$ cat src/rtl/uart_pkg.sv
`default_nettype none
// ============================================================================
//  Module      : uart_pkg
//  Description : Shared UART definitions: frame state encoding, parity-mode
//                codes, standard baud divisors and the parity helper used by
//                the transmit path (and later by the receive path).
//  Revision    : 1.0 - initial parametrised release
// ============================================================================
package uart_pkg;

  typedef enum logic [2:0] {
    IDLE  = 3'd0,
    START = 3'd1,
    DATA  = 3'd2,
    PAR   = 3'd3,
    STOP  = 3'd4
  } uart_state_e;

  localparam int PAR_NONE = 0;
  localparam int PAR_ODD  = 1;
  localparam int PAR_EVEN = 2;

  // 50 MHz / 5208 is roughly 9600 baud; the short divisor keeps simulations fast.
  localparam int CLK_DIV_9600_50M = 5208;
  localparam int CLK_DIV_SIM      = 8;

  // xor_acc is the XOR of all data bits; odd parity inverts it so the total
  // number of ones (data + parity) comes out odd.
  function automatic logic parity_bit(input logic xor_acc, input int mode);
    return (mode == PAR_ODD) ? ~xor_acc : xor_acc;
  endfunction

endpackage
`default_nettype wire

$ cat src/rtl/uart_tx_frame_if.sv
`default_nettype none
// ============================================================================
//  Module      : uart_tx_frame_if
//  Description : Producer-side bundle of the UART transmitter.
//                master : word producer (drives din / wr_en)
//                slave  : transmitter (drives status and the serial line)
//  Ports       : din, wr_en, full, overflow, fifo_count, uart_txd,
//                clk_tx_en, busy, done
//  Revision    : 1.0 - initial parametrised release
// ============================================================================
interface uart_tx_frame_if #(
  parameter int DATA_BITS  = 8,
  parameter int FIFO_DEPTH = 4
);
  localparam int c_CNT_W = $clog2(FIFO_DEPTH) + 1;

  logic [DATA_BITS-1:0] din;
  logic                 wr_en;
  logic                 full;
  logic                 overflow;
  logic [c_CNT_W-1:0]   fifo_count;
  logic                 uart_txd;
  logic                 clk_tx_en;
  logic                 busy;
  logic                 done;

  modport master (
    output din, wr_en,
    input  full, overflow, fifo_count, uart_txd, clk_tx_en, busy, done
  );

  modport slave (
    input  din, wr_en,
    output full, overflow, fifo_count, uart_txd, clk_tx_en, busy, done
  );

endinterface
`default_nettype wire

$ cat src/rtl/uart_sync_fifo.sv
`default_nettype none
// ============================================================================
//  Module      : uart_sync_fifo
//  Description : Single-clock FIFO with occupancy count. Pointers wrap
//                naturally (DEPTH is a power of two); the count register
//                tells full from empty. The read data is the current head,
//                valid whenever empty_o is low (show-ahead).
//  Ports       : clk, rst (async, active-high)
//                wr_en_i, din_i   - push request and data
//                rd_en_i, dout_o  - pop request and head word
//                full_o, empty_o, count_o, overflow_o (dropped-push pulse)
//  Revision    : 1.0 - initial release
// ============================================================================
module uart_sync_fifo #(
  parameter int WIDTH = 8,
  parameter int DEPTH = 4
) (
  input  logic                     clk,
  input  logic                     rst,
  input  logic                     wr_en_i,
  input  logic [WIDTH-1:0]         din_i,
  input  logic                     rd_en_i,
  output logic [WIDTH-1:0]         dout_o,
  output logic                     full_o,
  output logic                     empty_o,
  output logic                     overflow_o,
  output logic [$clog2(DEPTH):0]   count_o
);
  localparam int c_AW = $clog2(DEPTH);

  logic [WIDTH-1:0] mem_q [DEPTH];
  logic [c_AW-1:0]  wr_ptr_q, wr_ptr_d;
  logic [c_AW-1:0]  rd_ptr_q, rd_ptr_d;
  logic [c_AW:0]    count_q, count_d;
  logic             overflow_q, overflow_d;
  logic             w_push, w_pop;

  assign full_o  = (count_q == (c_AW+1)'(DEPTH));
  assign empty_o = (count_q == '0);

  // Full is judged on the pre-pop occupancy: a push against a full FIFO is
  // dropped even when a pop frees a slot in the same cycle.
  assign w_push = wr_en_i & ~full_o;
  assign w_pop  = rd_en_i & ~empty_o;

  always_comb begin
    wr_ptr_d   = w_push ? wr_ptr_q + c_AW'(1) : wr_ptr_q;
    rd_ptr_d   = w_pop  ? rd_ptr_q + c_AW'(1) : rd_ptr_q;
    overflow_d = wr_en_i & full_o;
    count_d    = count_q;
    case ({w_push, w_pop})
      2'b10:   count_d = count_q + (c_AW+1)'(1);
      2'b01:   count_d = count_q - (c_AW+1)'(1);
      default: count_d = count_q;
    endcase
  end

  always_ff @(posedge clk or posedge rst) begin
    if (rst) begin
      wr_ptr_q   <= '0;
      rd_ptr_q   <= '0;
      count_q    <= '0;
      overflow_q <= 1'b0;
    end else begin
      wr_ptr_q   <= wr_ptr_d;
      rd_ptr_q   <= rd_ptr_d;
      count_q    <= count_d;
      overflow_q <= overflow_d;
    end
  end

  // Storage needs no reset: the count gates every read.
  always_ff @(posedge clk) begin
    if (w_push) begin
      mem_q[wr_ptr_q] <= din_i;
    end
  end

  assign dout_o     = mem_q[rd_ptr_q];
  assign count_o    = count_q;
  assign overflow_o = overflow_q;

endmodule
`default_nettype wire

$ cat src/rtl/uart_tx_frame.sv
`default_nettype none
// ============================================================================
//  Module      : uart_tx_frame
//  Description : Parametrised UART transmitter with input FIFO. Frames are
//                start, DATA_BITS data bits LSB first, optional parity and
//                STOP_BITS stop bits, each CLK_DIV cycles long. Buffered
//                words are sent back to back with no idle bit between frames.
//  Ports       : clk, rst (async, active-high)
//                bus (uart_tx_frame_if.slave):
//                  din/wr_en in; full, overflow, fifo_count, uart_txd,
//                  clk_tx_en, busy, done out
//  Revision    : 1.0 - initial parametrised release
// ============================================================================
module uart_tx_frame
  import uart_pkg::*;
#(
  parameter int CLK_DIV    = CLK_DIV_9600_50M,
  parameter int DATA_BITS  = 8,
  parameter int PARITY     = PAR_NONE,
  parameter int STOP_BITS  = 1,
  parameter int FIFO_DEPTH = 4
) (
  input  logic           clk,
  input  logic           rst,
  uart_tx_frame_if.slave bus
);
  localparam logic [12:0] c_BAUD_LAST = 13'(CLK_DIV - 1);
  localparam logic [3:0]  c_BIT_LAST  = 4'(DATA_BITS - 1);
  localparam logic        c_STOP_LAST = 1'(STOP_BITS - 1);

  uart_state_e          state_q, state_d;
  logic [12:0]          baud_q, baud_d;
  logic [3:0]           bit_idx_q, bit_idx_d;
  logic                 stop_idx_q, stop_idx_d;
  logic [DATA_BITS-1:0] shift_q, shift_d;
  logic                 par_q, par_d;
  logic                 txd_q, txd_d;

  logic                 w_tick;
  logic                 w_pop;
  logic                 w_done;
  logic                 w_empty;
  logic [DATA_BITS-1:0] w_head;

  uart_sync_fifo #(
    .WIDTH (DATA_BITS),
    .DEPTH (FIFO_DEPTH)
  ) u_fifo (
    .clk        (clk),
    .rst        (rst),
    .wr_en_i    (bus.wr_en),
    .din_i      (bus.din),
    .rd_en_i    (w_pop),
    .dout_o     (w_head),
    .full_o     (bus.full),
    .empty_o    (w_empty),
    .overflow_o (bus.overflow),
    .count_o    (bus.fifo_count)
  );

  assign w_tick = (state_q != IDLE) && (baud_q == c_BAUD_LAST);

  // txd_d is the value the line takes next cycle, so the line register
  // already holds the right bit on the first cycle of every bit period.
  // par_q accumulates the XOR of each data bit as it is put on the line.
  always_comb begin
    state_d    = state_q;
    baud_d     = (state_q == IDLE || w_tick) ? 13'd0 : baud_q + 13'd1;
    bit_idx_d  = bit_idx_q;
    stop_idx_d = stop_idx_q;
    shift_d    = shift_q;
    par_d      = par_q;
    txd_d      = txd_q;
    w_pop      = 1'b0;
    w_done     = 1'b0;
    case (state_q)
      IDLE: begin
        if (!w_empty) begin
          w_pop   = 1'b1;
          state_d = START;
          shift_d = w_head;
          par_d   = 1'b0;
          txd_d   = 1'b0;
        end
      end
      START: begin
        if (w_tick) begin
          state_d   = DATA;
          bit_idx_d = 4'd0;
          txd_d     = shift_q[0];
          par_d     = shift_q[0];
        end
      end
      DATA: begin
        if (w_tick) begin
          if (bit_idx_q == c_BIT_LAST) begin
            if (PARITY != PAR_NONE) begin
              state_d = PAR;
              txd_d   = parity_bit(par_q, PARITY);
            end else begin
              state_d    = STOP;
              stop_idx_d = 1'b0;
              txd_d      = 1'b1;
            end
          end else begin
            bit_idx_d = bit_idx_q + 4'd1;
            shift_d   = shift_q >> 1;
            txd_d     = shift_q[1];
            par_d     = par_q ^ shift_q[1];
          end
        end
      end
      PAR: begin
        if (w_tick) begin
          state_d    = STOP;
          stop_idx_d = 1'b0;
          txd_d      = 1'b1;
        end
      end
      STOP: begin
        if (w_tick) begin
          if (stop_idx_q == c_STOP_LAST) begin
            w_done = 1'b1;
            // Chain straight into the next start bit when a word is waiting.
            if (!w_empty) begin
              w_pop   = 1'b1;
              state_d = START;
              shift_d = w_head;
              par_d   = 1'b0;
              txd_d   = 1'b0;
            end else begin
              state_d = IDLE;
              txd_d   = 1'b1;
            end
          end else begin
            stop_idx_d = stop_idx_q + 1'b1;
          end
        end
      end
      default: begin
        state_d = IDLE;
        txd_d   = 1'b1;
      end
    endcase
  end

  always_ff @(posedge clk or posedge rst) begin
    if (rst) begin
      state_q    <= IDLE;
      baud_q     <= 13'd0;
      bit_idx_q  <= 4'd0;
      stop_idx_q <= 1'b0;
      shift_q    <= '0;
      par_q      <= 1'b0;
      txd_q      <= 1'b1;
    end else begin
      state_q    <= state_d;
      baud_q     <= baud_d;
      bit_idx_q  <= bit_idx_d;
      stop_idx_q <= stop_idx_d;
      shift_q    <= shift_d;
      par_q      <= par_d;
      txd_q      <= txd_d;
    end
  end

  assign bus.uart_txd  = txd_q;
  assign bus.busy      = (state_q != IDLE);
  assign bus.clk_tx_en = w_tick;
  assign bus.done      = w_done;

endmodule
`default_nettype wire

$ cat src/flat_wrapper.sv
// flat-port wrapper written by rule: the top's interface ports become plain ports
module uart_tx_frame_flat import uart_pkg::*;
#(
  parameter int CLK_DIV    = CLK_DIV_9600_50M,
  parameter int DATA_BITS  = 8,
  parameter int PARITY     = PAR_NONE,
  parameter int STOP_BITS  = 1,
  parameter int FIFO_DEPTH = 4
)
  (clk, rst, bus_din, bus_wr_en, bus_full, bus_overflow, bus_fifo_count, bus_uart_txd, bus_clk_tx_en, bus_busy, bus_done);
  uart_tx_frame_if #(.DATA_BITS(DATA_BITS), .FIFO_DEPTH(FIFO_DEPTH)) bus_i ();
  input  logic clk;
  input  logic rst;
  input wire logic [$bits(bus_i.din)-1:0] bus_din;
  input wire logic [$bits(bus_i.wr_en)-1:0] bus_wr_en;
  output wire logic [$bits(bus_i.full)-1:0] bus_full;
  output wire logic [$bits(bus_i.overflow)-1:0] bus_overflow;
  output wire logic [$bits(bus_i.fifo_count)-1:0] bus_fifo_count;
  output wire logic [$bits(bus_i.uart_txd)-1:0] bus_uart_txd;
  output wire logic [$bits(bus_i.clk_tx_en)-1:0] bus_clk_tx_en;
  output wire logic [$bits(bus_i.busy)-1:0] bus_busy;
  output wire logic [$bits(bus_i.done)-1:0] bus_done;
  assign bus_i.din = bus_din;
  assign bus_i.wr_en = bus_wr_en;
  assign bus_full = bus_i.full;
  assign bus_overflow = bus_i.overflow;
  assign bus_fifo_count = bus_i.fifo_count;
  assign bus_uart_txd = bus_i.uart_txd;
  assign bus_clk_tx_en = bus_i.clk_tx_en;
  assign bus_busy = bus_i.busy;
  assign bus_done = bus_i.done;
  uart_tx_frame #(.CLK_DIV(CLK_DIV), .DATA_BITS(DATA_BITS), .PARITY(PARITY), .STOP_BITS(STOP_BITS), .FIFO_DEPTH(FIFO_DEPTH)) u_core (.clk(clk), .rst(rst), .bus(bus_i));
endmodule
$ cat config.mk
export PLATFORM = sky130hd
export DESIGN_NAME = uart_tx_frame_flat
export DESIGN_NICKNAME = d
export VERILOG_FILES = /design/src/rtl/uart_pkg.sv /design/src/rtl/uart_tx_frame_if.sv /design/src/rtl/uart_sync_fifo.sv /design/src/rtl/uart_tx_frame.sv /design/src/flat_wrapper.sv
export SDC_FILE = /design/constraint.sdc
export NUM_CORES = 1
export LEC_CHECK = 0
export ABC_CLOCK_PERIOD_IN_PS = 8200
export CAP_MARGIN = 40
export CORE_MARGIN = 5
export CORE_UTILIZATION = 45
export DETAILED_ROUTE_END_ITERATION = 8
export GPL_TIMING_DRIVEN = 1
export PLACE_DENSITY = 0.62
export SLEW_MARGIN = 20
export SYNTH_ARGS = -nofsm -noshare
export SYNTH_HDL_FRONTEND = slang
export SYNTH_SLANG_ARGS = --single-unit
$ cat constraint.sdc
create_clock -name clk -period 8.2 [get_ports clk]
set_clock_uncertainty 0.15 [all_clocks]
set_input_delay 0.82 -clock clk [delete_from_list [all_inputs] [get_ports clk]]
set_output_delay 0.82 -clock clk [all_outputs]
set_load 0.01 [all_outputs]
==> out/qor.csv <==
metric,value,unit
status,"complete, no violations",
nFillCells,592,
syn_area_per_cell,13.40,µm²
synth_warnings,0,
first_iter_violations,89,
cts_hold_buf,0,
placed_area,0.003491,mm²
fin_setup_tns,0,ps
cpPeakStageDelay,620,ps
fmax,0.2810,GHz
yosysTopAreaCell,edfxtp_1,
layout.area.seq,0.001888,mm²
syn_inst,239,
cts_inserted_buffers,9,
antenna_left,0,
layout.nets,281,
critPathSlowestCell,or4b_1,
period_needed,3559,ps
ys.flop_type,dfrtp_1,
startpoint_type,flop,
dp_hpwl,3649,µm
antenna_cells_inserted,0,
clockRootBuffer,clkbuf_8,
overflow,0,
grt_pass1_wl,9308,µm
critPathRequiredTime,7230,ps
hold_viol_final,0,
wl_per_cell,14.54,µm
die_h,94.35,µm
numClockSinks,69,
setup_viol,0,
tightest_slew,754.8,ps
die-area,0.008902,mm²
synth-edff-count,32,
async_flop_share,53.62,%
criticalPathCategory,flop to output pin,
path_max_fanout,11,
ys_top_cells_by_area,"edfxtp_1 30%, dfrtp_1 28%, mux2_2 6.3%",
crit_chain,or4b_1 -> or3_4 -> nor2b_1 -> clkdlybuf4s50_1,
postLayoutCellArea,0.003704,mm²
arrival,2590,ps
min_from,u_core.baud_q[0],
vias,1879,
fp.dieW,94.35,µm
rsz0062_at_grt,no,
relSlewSlack,49.46,%
synth_top_area_share,30.01,%
seq_area_frac_synth,58.97,%
powerDensity,229.9,mW/mm²
drc,0,
cts.path.max_buffers,2,
routed_wl,5279,µm
antenna_found_initial,0,
grt_max_degree,38,
drv_cap,0,
cts_tree,yes,
yosysUniqueCellTypes,45,
timing.rr.start,u_core.baud_q[9],
portBuffers,19,
syn-cell-area,0.003202,mm²
cts_resized,0,
r2r_setup_slack,5150,ps
timing.final.ws_setup,4641,ps
grt_usage,13.83,%
multi_input_area,0.001229,mm²
ir_drop,0.1599,mV
clk_pin_slew,80,ps
drt_pass1_iterations,4,
h-tree-depth,3,
gp_congestion,0.7542,
viasPerCell,5.176,
drive_above_1_share,18.73,%
slew_viol_final,0,
cts_setup_buffers,0,
timing.final.crit_share,43.40,%
io_pins,20,
initial_utilization,46.61,%
synth_commonest_cells,"36 x dfrtp_1, 32 x edfxtp_1, 18 x mux2_2, 18 x nor2_1, 13 x inv_1",
grt_pass1_vias,1948,
synth-seq-cells,69,
core,0.006869,mm²
hold_path.class,flop to flop,
clk-insertion-delay-late,350,ps
num_rows,30,
crit_start,u_core.baud_q[9],
cp-end-kind,output pin,
layout-area-overhead-vs-synth,15.67,%
syn-num-nets,258,
yosys.cell_count.top_type,dfrtp_1,
dp_slack,5010,ps
leakage,0.001419,µW
## cells in the final DEF, fill, tap and decap left out, types with 6 or more instances in the layout
cell type,n
ha_1,7
xor2_1,9
and3_1,7
xnor2_1,7
nand2_1,8
inv_1,13
mux2_2,18
mux4_2,8
clkbuf_8,9
dfrtp_1,36
clkdlybuf4s50_1,19
nor2_1,18
nor3_1,7
a21oi_1,6
edfxtp_1,32
## state kept, by name (all words and copies together), names as in the netlist
signal	flops
u_core.u_fifo.rd_ptr_q	2
u_core.baud_q	13
u_core.bus.uart_txd	1
u_core.bit_idx_q	4
u_core.u_fifo.count_o	3
u_core.u_fifo.mem_q	32
u_core.u_fifo.overflow_o	1
u_core.u_fifo.wr_ptr_q	2
u_core.shift_q	8
u_core.state_q	3
## path summary, 6_finish.rpt
path                                             to  depth (start not counted)
hold reg to reg                    u_core.baud_q[0]                          1
max in group asynchronous       u_core.bus.uart_txd                          3
min in group asynchronous         u_core.shift_q[4]                          3
setup / recovery                           bus_done                          4
hold / removal                     u_core.baud_q[0]                          1
setup reg to reg           u_core.u_fifo.count_o[2]                          9
## layer usage
| metal | GRT usage, % | vias up | wire length, µm | share of wire [%] |
|---|---|---|---|---|
| li1 | - | 920 | - | - |
| met1 | 17.77 | 922 | 2496 | 47 |
| met2 | 21.51 | 32 | 2524 | 48 |
| met3 | 4.303 | 5 | 183 | 3.5 |
| met4 | 6.258 | 0 | 75 | 1.4 |
| met5 | 0 | - | 0 | 0 |
## per-stage QoR
stage	hold slack, ps	power (µW)	std cells	util (%)
after CTS	335.9	865.6	363	53.92
after floorplan	304.9	514.2	239	-
after global routing	374.8	894.2	363	53.92
after detailed placement	325.3	568.8	347	50.82
after global placement	315.4	565.5	347	50.82
final	331.0	851.6	363	53.92
## cell type report
type / count / area share [%]
clock inverter: 7 / 2.399
tap: 96 / 3.243
sequential: 69 / 50.98
timing repair buffer: 21 / 5.541
clock buffer: 9 / 3.345
inverter: 13 / 1.318
multi-input combinational: 148 / 33.18
## report_power, final
part | internal [µW] | switching [µW] | total, µW
clock network | 149 | 145 | 294
logic | 61.1 | 63.4 | 125
registers | 412 | 21.1 | 433
total | 622 | 230 | 852
## cell families after synthesis
group | synth area share (%)
AND/OR/NAND/NOR | 12.58
buffers and inverters | 2.657
XOR/XNOR | 4.377
multiplexers | 12.58
AO/OA/AOI/OAI | 5.472
flip-flops | 58.97
adder cells (fa/ha/maj) | 3.361
## worst max-delay path: cells and delay by family (launching register included)
| kind | cells | cell delay, ps |
|---|---|---|
| simple gates | 3 | 1270 |
| buf+inv | 1 | 540 |
| flops | 1 | 430 |
Power figures use the tool's default switching activity.
